File: src/rtl/instr_sequencer_pkg.sv
// Shared CPU definitions: sequencer state encoding, default widths and opcode constants.
package instr_sequencer_pkg;

    localparam int unsigned PC_WIDTH_DEF   = 8;
    localparam int unsigned DATA_WIDTH_DEF = 16;

    typedef enum logic [1:0] {
        ST_IDLE,
        ST_FETCH,
        ST_DECODE,
        ST_EXEC
    } seq_state_e;

    // Opcode lives in the top nibble of the instruction word; low byte is the literal.
    localparam logic [3:0] OP_NOP  = 4'h0;
    localparam logic [3:0] OP_ADD  = 4'h1;
    localparam logic [3:0] OP_GOTO = 4'h2;
    localparam logic [3:0] OP_BRA  = 4'h3;

endpackage

File: src/rtl/instr_sequencer.sv
// Instruction sequencer: fetch / decode / execute control with program counter.
module instr_sequencer
    import instr_sequencer_pkg::*;
#(
    parameter int unsigned PC_WIDTH          = PC_WIDTH_DEF,
    parameter int unsigned PROGRAM_DataWidth = DATA_WIDTH_DEF
) (
    input  logic                         clk,
    input  logic                         reset_n,
    input  logic                         run,
    output logic                         imem_req,
    output logic [PC_WIDTH-1:0]          imem_addr,
    input  logic                         imem_ack,
    input  logic [PROGRAM_DataWidth-1:0] imem_data,
    output logic [PROGRAM_DataWidth-1:0] instruction,
    input  logic                         dec_wr_en,
    input  logic                         dec_stat_wr_en,
    input  logic                         dec_cnt_wr_en,
    input  logic                         dec_add_offset,
    input  logic [PC_WIDTH-1:0]          dec_literal_adr,
    output logic                         rf_wr_en,
    output logic                         stat_wr_en,
    output logic [PC_WIDTH-1:0]          pc,
    output logic                         busy,
    output logic                         retired
);

    seq_state_e                   state_q;
    logic [PC_WIDTH-1:0]          pc_q;
    logic [PC_WIDTH-1:0]          pc_d;
    logic [PROGRAM_DataWidth-1:0] instr_q;
    logic                         req_q;
    logic                         rf_wr_q;
    logic                         stat_wr_q;
    logic                         retired_q;
    logic                         busy_q;

    // Next program counter: sequential, absolute jump, or pc-relative branch (wraps naturally).
    always_comb begin
        pc_d = pc_q + PC_WIDTH'(1);
        if (dec_cnt_wr_en) begin
            if (dec_add_offset) begin
                pc_d = pc_q + dec_literal_adr;
            end else begin
                pc_d = dec_literal_adr;
            end
        end
    end

    // Sequencer FSM with registered control outputs.
    // The decoder is combinational on the instruction register and has settled by the
    // end of DECODE, so the EXEC strobes are captured on the DECODE->EXEC edge and are
    // therefore high for exactly the EXEC cycle.
    always_ff @(posedge clk or negedge reset_n) begin
        if (!reset_n) begin
            state_q   <= ST_IDLE;
            pc_q      <= '0;
            instr_q   <= '0;
            req_q     <= 1'b0;
            rf_wr_q   <= 1'b0;
            stat_wr_q <= 1'b0;
            retired_q <= 1'b0;
            busy_q    <= 1'b0;
        end else begin
            case (state_q)
                ST_IDLE: begin
                    if (run) begin
                        state_q <= ST_FETCH;
                        req_q   <= 1'b1;
                        busy_q  <= 1'b1;
                    end
                end
                ST_FETCH: begin
                    if (imem_ack) begin
                        instr_q <= imem_data;
                        req_q   <= 1'b0;
                        state_q <= ST_DECODE;
                    end
                end
                ST_DECODE: begin
                    state_q   <= ST_EXEC;
                    rf_wr_q   <= dec_wr_en;
                    stat_wr_q <= dec_stat_wr_en;
                    retired_q <= 1'b1;
                end
                ST_EXEC: begin
                    rf_wr_q   <= 1'b0;
                    stat_wr_q <= 1'b0;
                    retired_q <= 1'b0;
                    pc_q      <= pc_d;
                    if (run) begin
                        state_q <= ST_FETCH;
                        req_q   <= 1'b1;
                    end else begin
                        state_q <= ST_IDLE;
                        busy_q  <= 1'b0;
                    end
                end
                default: begin
                    state_q <= ST_IDLE;
                    req_q   <= 1'b0;
                    busy_q  <= 1'b0;
                end
            endcase
        end
    end

    assign imem_req    = req_q;
    assign imem_addr   = pc_q;
    assign pc          = pc_q;
    assign instruction = instr_q;
    assign rf_wr_en    = rf_wr_q;
    assign stat_wr_en  = stat_wr_q;
    assign retired     = retired_q;
    assign busy        = busy_q;

endmodule

File: config.mk
export PLATFORM = sky130hd
export DESIGN_NAME = instr_sequencer
export DESIGN_NICKNAME = d
export VERILOG_FILES = /design/src/rtl/instr_sequencer_pkg.sv /design/src/rtl/instr_sequencer.sv
export SDC_FILE = /design/constraint.sdc
export NUM_CORES = 1
export LEC_CHECK = 0
export CAP_MARGIN = 30
export CELL_PAD_IN_SITES_DETAIL_PLACEMENT = 2
export CELL_PAD_IN_SITES_GLOBAL_PLACEMENT = 2
export CORE_ASPECT_RATIO = 1.75
export CORE_MARGIN = 3
export CORE_UTILIZATION = 25
export CTS_BUF_LIST = sky130_fd_sc_hd__clkbuf_8
export CTS_CLUSTER_SIZE = 24
export DETAILED_ROUTE_END_ITERATION = 7
export PLACE_DENSITY_LB_ADDON = 0.1
export SYNTH_ARGS = -nofsm -noshare
export SYNTH_HDL_FRONTEND = slang
export SYNTH_SLANG_ARGS = --single-unit
export TNS_END_PERCENT = 50
File: constraint.sdc
create_clock -name clk -period 1.8 [get_ports clk]
set_input_delay 0.36 -clock clk [delete_from_list [all_inputs] [get_ports clk]]
set_output_delay 0.36 -clock clk [all_outputs]
set_load 0.005 [all_outputs]
After elaboration in Yosys (flattened, before gate mapping)
Cells that the tools add are included.

storage, ports and cells
  word-level logic and storage cells = 40
  register bits = 31

cells by class
  reductions and logical operators = 9
  multiplexer cells = 14
  $add $sub $neg = 2
  equality and inequality tests = 7

operators with widths
  kind                                           count
  2-to-1 mux 8 bit                               2
  one-hot mux 1 bit (2 select lines)             5
  adder 8 x 1 -> 8 bit, second input constant    1
  adder 8 bit                                    1
  one-hot mux 2 bit (4 select lines)             1
  != test 2 bit, second input constant           3
  AND reduction 3 bit                            2
  nonzero test 2 bit                             3
  == test 2 bit, second input constant           2
  2-to-1 mux 1 bit                               4
  2-to-1 mux 2 bit                               2
  AND reduction 2 bit                            2
  == test 2 x 1 -> 1 bit, second input constant  1
  logical NOT 2 bit                              1
  != test 2 x 1 -> 1 bit, second input constant  1
  OR reduction 2 bit                             1

Logic depth before layout (Yosys ltp)
Gate-level depths: netlist of the first run.

  depth after elaboration = 4
  gate-level depth with buffers = 8
  mapped depth without buffers = 8

Least setup slack after synthesis of the first run
Ideal clock, no wire load.

  path kind = register to register
  start point = register pc_q[0] (netlist: imem_addr[0])
  end point = register pc_q[6] (netlist: imem_addr[6])
  setup slack = -0.115 ns
  path buffers = 0
  required time = 1.731 ns
  cell stages (with the launch flop) = 9
  clock period less this slack = 1.915 ns
  arrival = 1.846 ns
  cell sequence = dfrtp_1 ha_1 inv_1 fa_1 nor2b_1 o21a_1 o21ai_2 or4_1 nand3_1

between the ends
  cells in the longest elaborated chain, start to end = 3
  elaborated cells between the ends (all ways) = 4

ends and longest elaborated chain
  item                    RTL line               source
  start, declared         instr_sequencer.sv:29  logic [PC_WIDTH-1:0] pc_q;
  start signal, assigned  instr_sequencer.sv:90  pc_q <= pc_d;
  adder 8 bit             instr_sequencer.sv:43  pc_d = pc_q + dec_literal_adr;
  2-to-1 mux 8 bit        instr_sequencer.sv:42  if (dec_add_offset) begin
  2-to-1 mux 8 bit (*)    instr_sequencer.sv:41  if (dec_cnt_wr_en) begin

Mark *: on every way between the ends. The rest lies on a longest branch, timed or not.
A chain may end at the register's enable or synchronous reset.

Worst setup path in the final report of the first run
  start point = register pc_q[0] (netlist: imem_addr[0])
  end point = register pc_q[4] (netlist: imem_addr[4])

The elaborated chain is that of the path after synthesis.

==> results of run 1 <==
[layout make-up]
| type | count | share of cell area [%] |
|---|---|---|
| Multi-Input combinational cell | 134 | 35.2 |
| Timing Repair Buffer | 101 | 31.2 |
| Sequential cell | 31 | 25.8 |
| Tap cell | 86 | 3.56 |
| Clock buffer | 6 | 2.73 |
| Inverter | 11 | 1.37 |
| Clock inverter | 1 | 0.166 |
[power by group through the flow]
stage	clock, mW	combinational (mW)	sequential, mW
2_1_floorplan	0	1.32	1.35
3_3_place_gp	0	2.92	1.27
3_5_place_dp	0	3.01	1.29
4_1_cts	0.589	3.07	1.29
5_1_grt	0.624	3.38	1.34
6_report	0.560	3.02	1.29
[layout by cell type, fill, tap and decap left out, types with 2 or more instances in the layout]
cell,count
clkdlybuf4s50_1,63
buf_4,31
dfrtp_1,29
mux2_2,17
o21ai_0,12
nor2_1,12
ha_1,9
inv_1,8
a21oi_1,8
nand2_1,8
nand3_1,7
clkbuf_8,6
mux2i_1,5
o21a_1,4
o211ai_1,4
a31oi_1,4
ha_4,4
dlygate4sd2_1,4
inv_2,3
o21bai_1,3
and3_1,3
nor3_1,3
o22ai_1,2
a211oi_1,2
o21ai_1,2
xor2_1,2
nand2b_1,2
o32ai_1,2
dfrtp_2,2
[layer usage]
layer,global-route usage (%),up-vias
met3,2.74,6
li1,-,868
met2,30.8,47
met1,14.2,885
met5,0,-
met4,5.65,0
[path summary, 6_finish.rpt]
path	from	cells after the start	to	slack, ns
max in group asynchronous	reset_n	2	imem_addr[1]	1.00
min reg2reg	retired	2	retired	0.50
min	reset_n	2	imem_req	0.48
max reg2reg	imem_addr[0]	8	imem_addr[4]	0.003
max	imem_addr[0]	8	imem_addr[4]	0.003
min in group clk	retired	2	retired	0.50
[critical path, delay by kind of cell (launching register included)]
kind,cells,cell delay [ns]
compound gates,3,0.48
fa+ha+maj,2,0.36
buf+inv,1,0.05
flops,1,0.42
simple gates,2,0.36
[registers in the layout (all words and copies together), names as in the netlist]
name,count
busy,1
imem_addr,8
imem_req,1
instruction,16
retired,1
rf_wr_en,1
stat_wr_en,1
state_q,2
[cell usage after synthesis (all sizes together)]
cell and n:
dfrtp 31, mux2 17, o21ai 15, ha 13
nor2 12, buf 11, inv 11, a21oi 9
nand2 8, nand3 8, mux2i 5, a31oi 4
o211ai 4, o21a 4, a211oi 3, and3 3
clkbuf 3, nor3 3, o21bai 3, nand2b 2
nor2b 2, o22ai 2, o32ai 2, xor2 2
a2111oi 1, a21o 1, a22oi 1, fa 1
nand3b 1, nand4 1, nand4b 1, nor3b 1
nor4b 1, o221a 1, o31a 1, or3 1
or4 1
[logic make-up after synthesis]
| group | synth area share, % |
|---|---|
| flops | 40.8 |
| xor+xnor | 0.922 |
| mux | 12.7 |
| compound gates | 17.3 |
| buf+inv | 6.72 |
| simple gates | 11.9 |
| fa+ha+maj | 9.62 |
[per-stage QoR]
stage                     utilization [%]  power (mW)  setup WS (ns)  area [um2]
final                                41.5        4.87        0.00302        3020
after global routing                 41.5        5.34        -0.0751        3020
after CTS                            41.1        4.94        -0.0486        2990
after detailed placement             39.5        4.30         -0.566        2880
after global placement               39.5        4.19         -0.509        2880
after floorplan                         -        2.67         0.0142        1920
[what timing repair did]
item | in CTS | in global routing
buffers inserted | 1 | 0
gates resized for setup | 8 | 11
setup endpoints to repair | 5 | 9
pin swaps | 9 | 8
hold buffers | 0 | 0
==> results.md, run 1 <==
- Outcome: finished, final reports clean
- Total of max-cap violations: 0
- Inserted Diodes: 0
- Comb pwr share: 62.1%
- Maximum vdd drop: 0.610 mV
- RSZ-0062 raised after global routing: yes
- Crit-path cells: ha_4, inv_2, fa_2, nor2b_2, o21a_1, or3_1, a31oi_1, a31oi_1
- Seq/Total Area, Yosys: 40.8%
- P per Cell Area: 1610 mW/mm2
- Met3 wire length: 275 um
- Clk slew on worst S/H paths: 0.07 ns
- Sequential Power Share: 26.4%
- # DRC: 0
- Maximum clock insertion buffer count: 2
- Fmax: 0.556 GHz
- Register Area: 778 um2
- I/O pin count: 69
- Clk pwr share: 11.5%
- Highest-delay cell along the critical path: dfrtp_2
- Tcrit/Tclk final: 99.8%
- Total core area: 0.00728 mm2
- Worst hold margin: 0.476 ns
- Ys Warns: 0
- Min Clock Period, post-route: 1.80 ns
- Synth top area share: 40.8%
- Worst Path Required: 1.96 ns
- Critical Path Fanout Max: 2
- Worst-Skew Late Latency: 0.28 ns
- Final hold vios: 0
- Leak pwr: 1.28 nW
- First-pass GRT wire length: 10000 um
- Switching share of power: 36.0%
- Total negative slack: 0 ns
- Top layer in use: met4
- Ratio of cells with drive above 1 in the final layout: 25.7%
- Largest net degree at the start of global routing: 32
- Cell taking the most area after synthesis: dfrtp_1
- Syn Std Cell Area: 0.00190 mm2
- First drt pass iteration count: 3
- Via count: 1806
- Post-Layout Cell Count: 370
- Synth cell types: 39
- Mapped Cells: 190
- DRT met1 WL: 2150 um
- Final Max Tran Viols: 0
- Slew @ Worst Pin: 0.417 ns
- CTS H-Tree Depth: 2
- Placer congestion estimate: 0.728
- GRT overflow: 0
- CP Class: flip-flop to flip-flop
- Top cell by count, worst path: a31oi_1
- CP peak stage delay: 0.42 ns
- Skew final: 0.00573 ns
- Crit. End Element: flip-flop
- Average size of a mapped cell: 10.0 um2
- Area grow syn2layout: 59.1%
- Hold Path Class: input port to asynchronous set/reset pin
- Hpwl dp: 5080 um
- Int Power: 3.12 mW
- Num CTS Buffers: 5
- ANT nets after route: 0
- Placed cell count: 363
- Mean number of vias per cell: 4.88
- Crit path launch type: flip-flop
- Setup violators final: 0
- Crit path DAT: 1.96 ns
- Routed met2 length: 3690 um
- Initial antenna violation count: 0
- Die area: 0.00872 mm2
- Multi-input gate area: 0.00106 mm2
- Clock Sinks: 31
- Final WL: 6210 um
- Syn nets: 236
- Dominant cells by area after synthesis: dfrtp_1 41%, mux2_2 10%, ha_1 8.6%, o21ai_0 3.7%, buf_4 3.2%
- Cell row count: 41
- Worst slew margin: 72.2%
- Clock Tree Root: clkbuf_8
- FILL cells: 792
- Die Height: 121 um
- Vias in the first global route: 2044
- Starting DRC count in detailed routing: 26
- PortBufs: 68
- Wire per inst: 16.8 um
- Starting Density: 26.1%
- Die W: 71.9 um
- Psw: 1.75 mW
- Total GRT Usage: 15.1%
- #FFs+latches synth: 31
- Layout net count: 330
- CTS tree: yes
Power figures use the tool's default switching activity.
==> run 2, diff against run 1 <==
--- a/config.mk
+++ b/config.mk
@@ -8,13 +8,14 @@
 export CAP_MARGIN = 30
 export CELL_PAD_IN_SITES_DETAIL_PLACEMENT = 2
 export CELL_PAD_IN_SITES_GLOBAL_PLACEMENT = 2
-export CORE_ASPECT_RATIO = 1.75
+export CORE_ASPECT_RATIO = 0.5
 export CORE_MARGIN = 3
 export CORE_UTILIZATION = 25
 export CTS_BUF_LIST = sky130_fd_sc_hd__clkbuf_8
 export CTS_CLUSTER_SIZE = 24
 export DETAILED_ROUTE_END_ITERATION = 7
 export PLACE_DENSITY_LB_ADDON = 0.1
+export SETUP_SLACK_MARGIN = 0.15
 export SYNTH_ARGS = -nofsm -noshare
 export SYNTH_HDL_FRONTEND = slang
 export SYNTH_SLANG_ARGS = --single-unit
==> results.md, run 2 (same netlist as run 1, synthesis figures left out) <==
- Outcome: finished, final reports clean (unchanged)
- Total of max-cap violations: 0 (unchanged)
- Mean number of vias per cell: 4.87 (was 4.88)
- Placer congestion estimate: 0.683 (was 0.728)
- Inserted Diodes: 0 (unchanged)
- PortBufs: 68 (unchanged)
- Final Max Tran Viols: 0 (unchanged)
- Register Area: 778 um2 (unchanged)
- # DRC: 0 (unchanged)
- Ratio of cells with drive above 1 in the final layout: 28.7% (was 25.7%)
- Wire per inst: 17.0 um (was 16.8 um)
- Setup slack, reg-to-reg: 0.03 ns (was 0.003 ns)
- Tcrit/Tclk final: 98.2% (was 99.8%)
- Delay-heaviest family, CP: simple AND/OR/NAND/NOR gates (was compound AO/OA/AOI/OAI gates)
- Starting DRC count in detailed routing: 119 (was 26)
- Final hold vios: 0 (unchanged)
- Maximum clock insertion buffer count: 2 (unchanged)
- FF-to-FF path depth: 8 (unchanged)
- Min Clock Period, post-route: 1.77 ns (was 1.80 ns)
- Worst Path Required: 2.03 ns (was 1.96 ns)
- Placed cell areas: 0.00288 mm2 (about the same)
- Reg2reg start: imem_addr[0] (unchanged)
- Num CTS Buffers: 5 (unchanged)
- Crit-path cells: ha_4, inv_2, fa_2, nor2b_2, o21a_1, o21ai_2, or4_4, nand3_2 (was ha_4, inv_2, fa_2, nor2b_2, o21a_1, or3_1, a31oi_1, a31oi_1)
- CP endpoint: imem_addr[6] (was imem_addr[4])
- Total core area: 0.00702 mm2 (was 0.00728 mm2)
- Fmax: 0.566 GHz (was 0.556 GHz)
- CTS H-Tree Depth: 2 (unchanged)
- CTS Hold Bufs: 0 (unchanged)
- Layout net count: 331 (was 330)
- Clk slew on worst S/H paths: 0.08 ns (was 0.07 ns)
- Critical R2R Capture: imem_addr[6] (was imem_addr[4])
- Largest net degree at the start of global routing: 32 (unchanged)
- Worst slew margin: 72.4% (was 72.2%)
- Worst path bufs/invs: 1 (unchanged)
- Commonest cells after routing, fill and taps aside: 57 x clkdlybuf4s50_1, 29 x dfrtp_1, 29 x buf_4, 17 x mux2_2, 11 x nor2_1 (was 63 x clkdlybuf4s50_1, 31 x buf_4, 29 x dfrtp_1, 17 x mux2_2)
- Clock Sinks: 31 (unchanged)
- I/O pin count: 69 (unchanged)
- Fin util: 44.2% (was 41.5%)
- Multi-input gate area: 0.00110 mm2 (was 0.00106 mm2)
- Slew @ Worst Pin: 0.413 ns (was 0.417 ns)
- Critical path origin: imem_addr[0] (unchanged)
- GRT overflow: 0 (unchanged)
- Area grow syn2layout: 63.1% (was 59.1%)
- Leak pwr: 1.31 nW (was 1.28 nW)
- P per Cell Area: 1640 mW/mm2 (was 1610 mW/mm2)
- Total GRT Usage: 15.4% (was 15.1%)
- Skew final: 0.0107 ns (was 0.00573 ns)
- Placed cell count: 367 (was 363)
- Crit. End Element: flip-flop (unchanged)
- CP Class: flip-flop to flip-flop (unchanged)
- ANT nets after route: 0 (unchanged)
- CP peak stage delay: 0.42 ns (about the same)
- Die W: 129 um (was 71.9 um)
- Die area: 0.00874 mm2 (was 0.00872 mm2)
- Final Cell Area: 0.00310 mm2 (was 0.00302 mm2)
- First-pass GRT wire length: 10500 um (was 10000 um)
- Crit path launch type: flip-flop (unchanged)
- Setup violators final: 0 (unchanged)
- Highest-delay cell along the critical path: or4_4 (was dfrtp_2)
- Die Height: 67.6 um (was 121 um)
- Post-Layout Cell Count: 378 (was 370)
- Crit path DAT: 1.99 ns (was 1.96 ns)
- CTS tree: yes (unchanged)
- Crit. path cell count: 8 (unchanged)
- Starting Density: 27.1% (was 26.1%)
- Initial antenna violation count: 0 (unchanged)
- Clock Tree Root: clkbuf_8 (unchanged)
- RSZ-0062 raised after global routing: yes (unchanged)
- Worst hold margin: 0.478 ns (was 0.476 ns)
- FILL cells: 740 (was 792)
- Maximum vdd drop: 0.441 mV (was 0.610 mV)
- Hold Path Class: input port to asynchronous set/reset pin (unchanged)
- Via count: 1840 (was 1806)
- Final WL: 6430 um (was 6210 um)
- Worst-Skew Late Latency: 0.28 ns (about the same)
- Cell row count: 21 (was 41)
- First drt pass iteration count: 4 (was 3)
- PnR Total Power: 5.07 mW (was 4.87 mW)
- Critical Path Fanout Max: 3 (was 2)
- Vias in the first global route: 2012 (was 2044)
- Most common cell after layout, fill and taps aside: clkdlybuf4s50_1 (unchanged)
- Max reg flops: 16 (unchanged)
- Hpwl dp: 5050 um (was 5080 um)
==> run 2: changes by cell type in the layout (fill, tap and decap cells not counted), sizes merged <==
cell	before	now
buf	33	34
clkbuf	6	7
clkinvlp	0	1
clkinv	1	0
dlygate4sd2	4	10
clkdlybuf4s50	63	57
==> run 2: worst min-delay path by stage <==
stage,start,cells past startpoint,endpoint
after floorplan,reset_n,0,busy
after global placement,retired,2,retired
after detailed placement,retired,2,retired
after CTS,reset_n,2,instruction[11]
after global routing,reset_n,2,instruction[11]
final,reset_n,2,instruction[11]
==> run 2: metal layers <==
layer	share of wire [%]	up-vias	global-route usage (%)
met3	4.3	6	3.24
met1	46	913	19.3
met2	48	48	27.1
met4	0.95	0	4.19
li1	-	873	-
met5	0	-	0
==> run 2: layout make-up <==
class | count | area share, %
inverter | 11 | 1.33
tap | 92 | 3.72
clock buffer | 7 | 3.11
timing repair buffer | 102 | 31.1
clock inverter | 1 | 0.242
multi-input combinational | 134 | 35.4
sequential | 31 | 25.1
==> run 2: report_power, final <==
part           total (mW)  internal, mW  switching (mW)
clock network       0.619         0.348           0.271
logic                3.15          1.81            1.35
registers            1.30          1.05           0.249
total                5.07          3.21            1.87
==> run 2: through the flow <==
| stage | setup slack (ns) | setup TNS, ns |
|---|---|---|
| final | 0.0326 | 0 |
| after global routing | -0.0557 | -0.0891 |
| after CTS | -0.0133 | -0.0133 |
| after detailed placement | -0.553 | -2.94 |
| after global placement | -0.487 | -2.38 |
| after floorplan | 0.0142 | 0 |
==> run 2: timing repair <==
action                                  4_1_cts  5_1_grt
buffers inserted                              3        0
pin swaps                                    10       13
endpoints found under the setup margin       22       17
resized for setup                            23       17
hold endpoints to repair                      0        0
==> run 3, diff against run 2 <==
--- a/config.mk
+++ b/config.mk
@@ -14,8 +14,11 @@
 export CTS_BUF_LIST = sky130_fd_sc_hd__clkbuf_8
 export CTS_CLUSTER_SIZE = 24
 export DETAILED_ROUTE_END_ITERATION = 7
+export GPL_TIMING_DRIVEN = 0
 export PLACE_DENSITY_LB_ADDON = 0.1
 export SETUP_SLACK_MARGIN = 0.15
+export SKIP_LAST_GASP = 1
+export SLEW_MARGIN = 20
 export SYNTH_ARGS = -nofsm -noshare
 export SYNTH_HDL_FRONTEND = slang
 export SYNTH_SLANG_ARGS = --single-unit
==> results.md, run 3 (same netlist as run 1, synthesis figures left out) <==
- PortBufs: 68 (unchanged)
- Mean number of vias per cell: 4.84 (was 4.87)
- CTS H-Tree Depth: 2 (unchanged)
- Clock Sinks: 31 (unchanged)
- Setup violators final: 3 (was 0)
- # DRC: 0 (unchanged)
- Post-Layout Cell Count: 372 (was 378)
- Maximum clock insertion buffer count: 2 (unchanged)
- Inserted Diodes: 0 (unchanged)
- Skew final: 0.0108 ns (was 0.0107 ns)
- Reg2reg start: imem_addr[0] (unchanged)
- Tcrit/Tclk final: 103% (was 98.2%)
- Min Clock Period, post-route: 1.85 ns (was 1.77 ns)
- Crit. End Element: flip-flop (unchanged)
- Violations in the final reports: setup timing
- Critical path origin: dec_literal_adr[3] (was imem_addr[0])
- Total core area: 0.00702 mm2 (unchanged)
- Critical Path Fanout Max: 3 (unchanged)
- CP Class: input port to flip-flop (was flip-flop to flip-flop)
- Worst hold margin: 0.507 ns (was 0.478 ns)
- Die area: 0.00874 mm2 (unchanged)
- Final Worst Setup Slack: -0.0546 ns (was 0.0326 ns)
- Die W: 129 um (unchanged)
- Clock Tree Root: clkbuf_8 (unchanged)
- Num CTS Buffers: 5 (unchanged)
- Multi-input gate area: 0.00110 mm2 (about the same)
- Max reg flops: 16 (unchanged)
- Register Area: 782 um2 (was 778 um2)
- First drt pass iteration count: 4 (unchanged)
- Total negative slack: -0.158 ns (was 0 ns)
- Hold Path Class: flip-flop to flip-flop (was input port to asynchronous set/reset pin)
- Final hold vios: 0 (unchanged)
- Most common cell after layout, fill and taps aside: clkdlybuf4s50_1 (unchanged)
- Starting DRC count in detailed routing: 71 (was 119)
- Wire per inst: 17.4 um (was 17.0 um)
- Area grow syn2layout: 60.9% (was 63.1%)
- P per Cell Area: 1670 mW/mm2 (was 1640 mW/mm2)
- RSZ-0062 raised after global routing: yes (unchanged)
- Initial antenna violation count: 0 (unchanged)
- I/O pin count: 69 (unchanged)
- Total GRT Usage: 15.1% (was 15.4%)
- Placer congestion estimate: 0.699 (was 0.683)
- Worst slew margin: 64.9% (was 72.4%)
- GRT overflow: 0 (unchanged)
- Worst-Skew Late Latency: 0.29 ns (was 0.28 ns)
- First-pass GRT wire length: 10100 um (was 10500 um)
- Outcome: finished with violations (was finished, final reports clean)
- FILL cells: 743 (was 740)
- Slew @ Worst Pin: 0.526 ns (was 0.413 ns)
- Largest net degree at the start of global routing: 19 (was 32)
- Final Max Tran Viols: 0 (unchanged)
- ANT nets after route: 0 (unchanged)
- Vias in the first global route: 1923 (was 2012)
- Fmax: 0.539 GHz (was 0.566 GHz)
- Hpwl dp: 4890 um (was 5050 um)
- Maximum vdd drop: 0.388 mV (was 0.441 mV)
- Crit path launch type: input port (was flip-flop)
- CTS tree: yes (unchanged)
- Hold path start: instruction[10]
- Clk slew on worst S/H paths: 0.07 ns (was 0.08 ns)
- Cell row count: 21 (unchanged)
- PnR Total Power: 5.10 mW (was 5.07 mW)
- Ratio of cells with drive above 1 in the final layout: 26.4% (was 28.7%)
- Placed cell count: 351 (was 367)
- Final WL: 6470 um (was 6430 um)
- Total of max-cap violations: 0 (unchanged)
- Worst Path Required: 2.03 ns (about the same)
- Via count: 1800 (was 1840)
- Layout net count: 325 (was 331)
- Die Height: 67.6 um (unchanged)
- Crit path DAT: 2.08 ns (was 1.99 ns)
- Starting Density: 27.1% (unchanged)
- Commonest cells after routing, fill and taps aside: 59 x clkdlybuf4s50_1, 26 x dfrtp_1, 20 x buf_4, 17 x mux2_2, 12 x nor2_1 (was 57 x clkdlybuf4s50_1, 29 x dfrtp_1, 29 x buf_4, 17 x mux2_2, 11 x nor2_1)
- Leak pwr: 1.31 nW (about the same)
run 3: cell count changes in the layout (fill, tap and decap cells not counted), sizes merged:
cell	delta
buf	-9
bufinv	+1
clkbuf	+2
clkdlybuf4s50	+2
clkinv	+1
clkinvlp	-1
dlygate4sd2	-6
dlygate4sd3	+1
dlymetal6s2s	+3
run 3: worst max-delay path, cell delays in order:
cell and delay [ns]:
clkdlybuf4s50_1 0.49, ha_4 0.33, o21ai_2 0.08, o211ai_1 0.29, nand2_1 0.14, o31a_1 0.31
nand3_1 0.08
run 3: worst paths after layout:
check / to / slack (ns) / cells past startpoint
min in group asynchronous: rf_wr_en / 0.53 / 2
min reg2reg: instruction[10] / 0.51 / 1
max in group asynchronous: imem_addr[3] / 0.85 / 3
max: imem_addr[7] / -0.05 / 7
max reg2reg: imem_addr[6] / -0.05 / 8
min: instruction[10] / 0.51 / 1
run 3: per-stage QoR:
stage	worst slack, ns	utilization [%]	instance area [um2]
after floorplan	0.0142	-	1920
after global placement	-0.557	38.6	2710
after detailed placement	-0.592	39.0	2730
after CTS	-0.0826	42.4	2970
after global routing	-0.142	43.6	3060
final	-0.0546	43.6	3060
run 3: area by class of cell:
type	instances	share of cell area, %
sequential	31	25.6
timing repair buffer	82	26.5
inverter	11	1.35
buffer	14	3.11
multi-input combinational	134	35.9
tap	92	3.77
clock buffer	6	2.70
clock inverter	2	1.15
run 3: timing repair:
action	in CTS	in global routing
resized for setup	21	16
setup buffers	7	5
endpoints found under the hold margin	13	0
hold buffers	1	0
endpoints found under the setup margin	32	33
pin swaps	5	10
run 3: layer usage:
metal  global-route usage, %  part of all wire [%]
met5                       0                     0
met2                    26.2                    48
met3                    4.11                   5.3
met1                    19.2                    46
met4                    3.14                  0.77
run 3: power by group:
part | internal, mW | switching, mW
sequential | 1.06 | 0.293
combinational | 1.75 | 1.26
clock | 0.448 | 0.285
total | 3.26 | 1.84
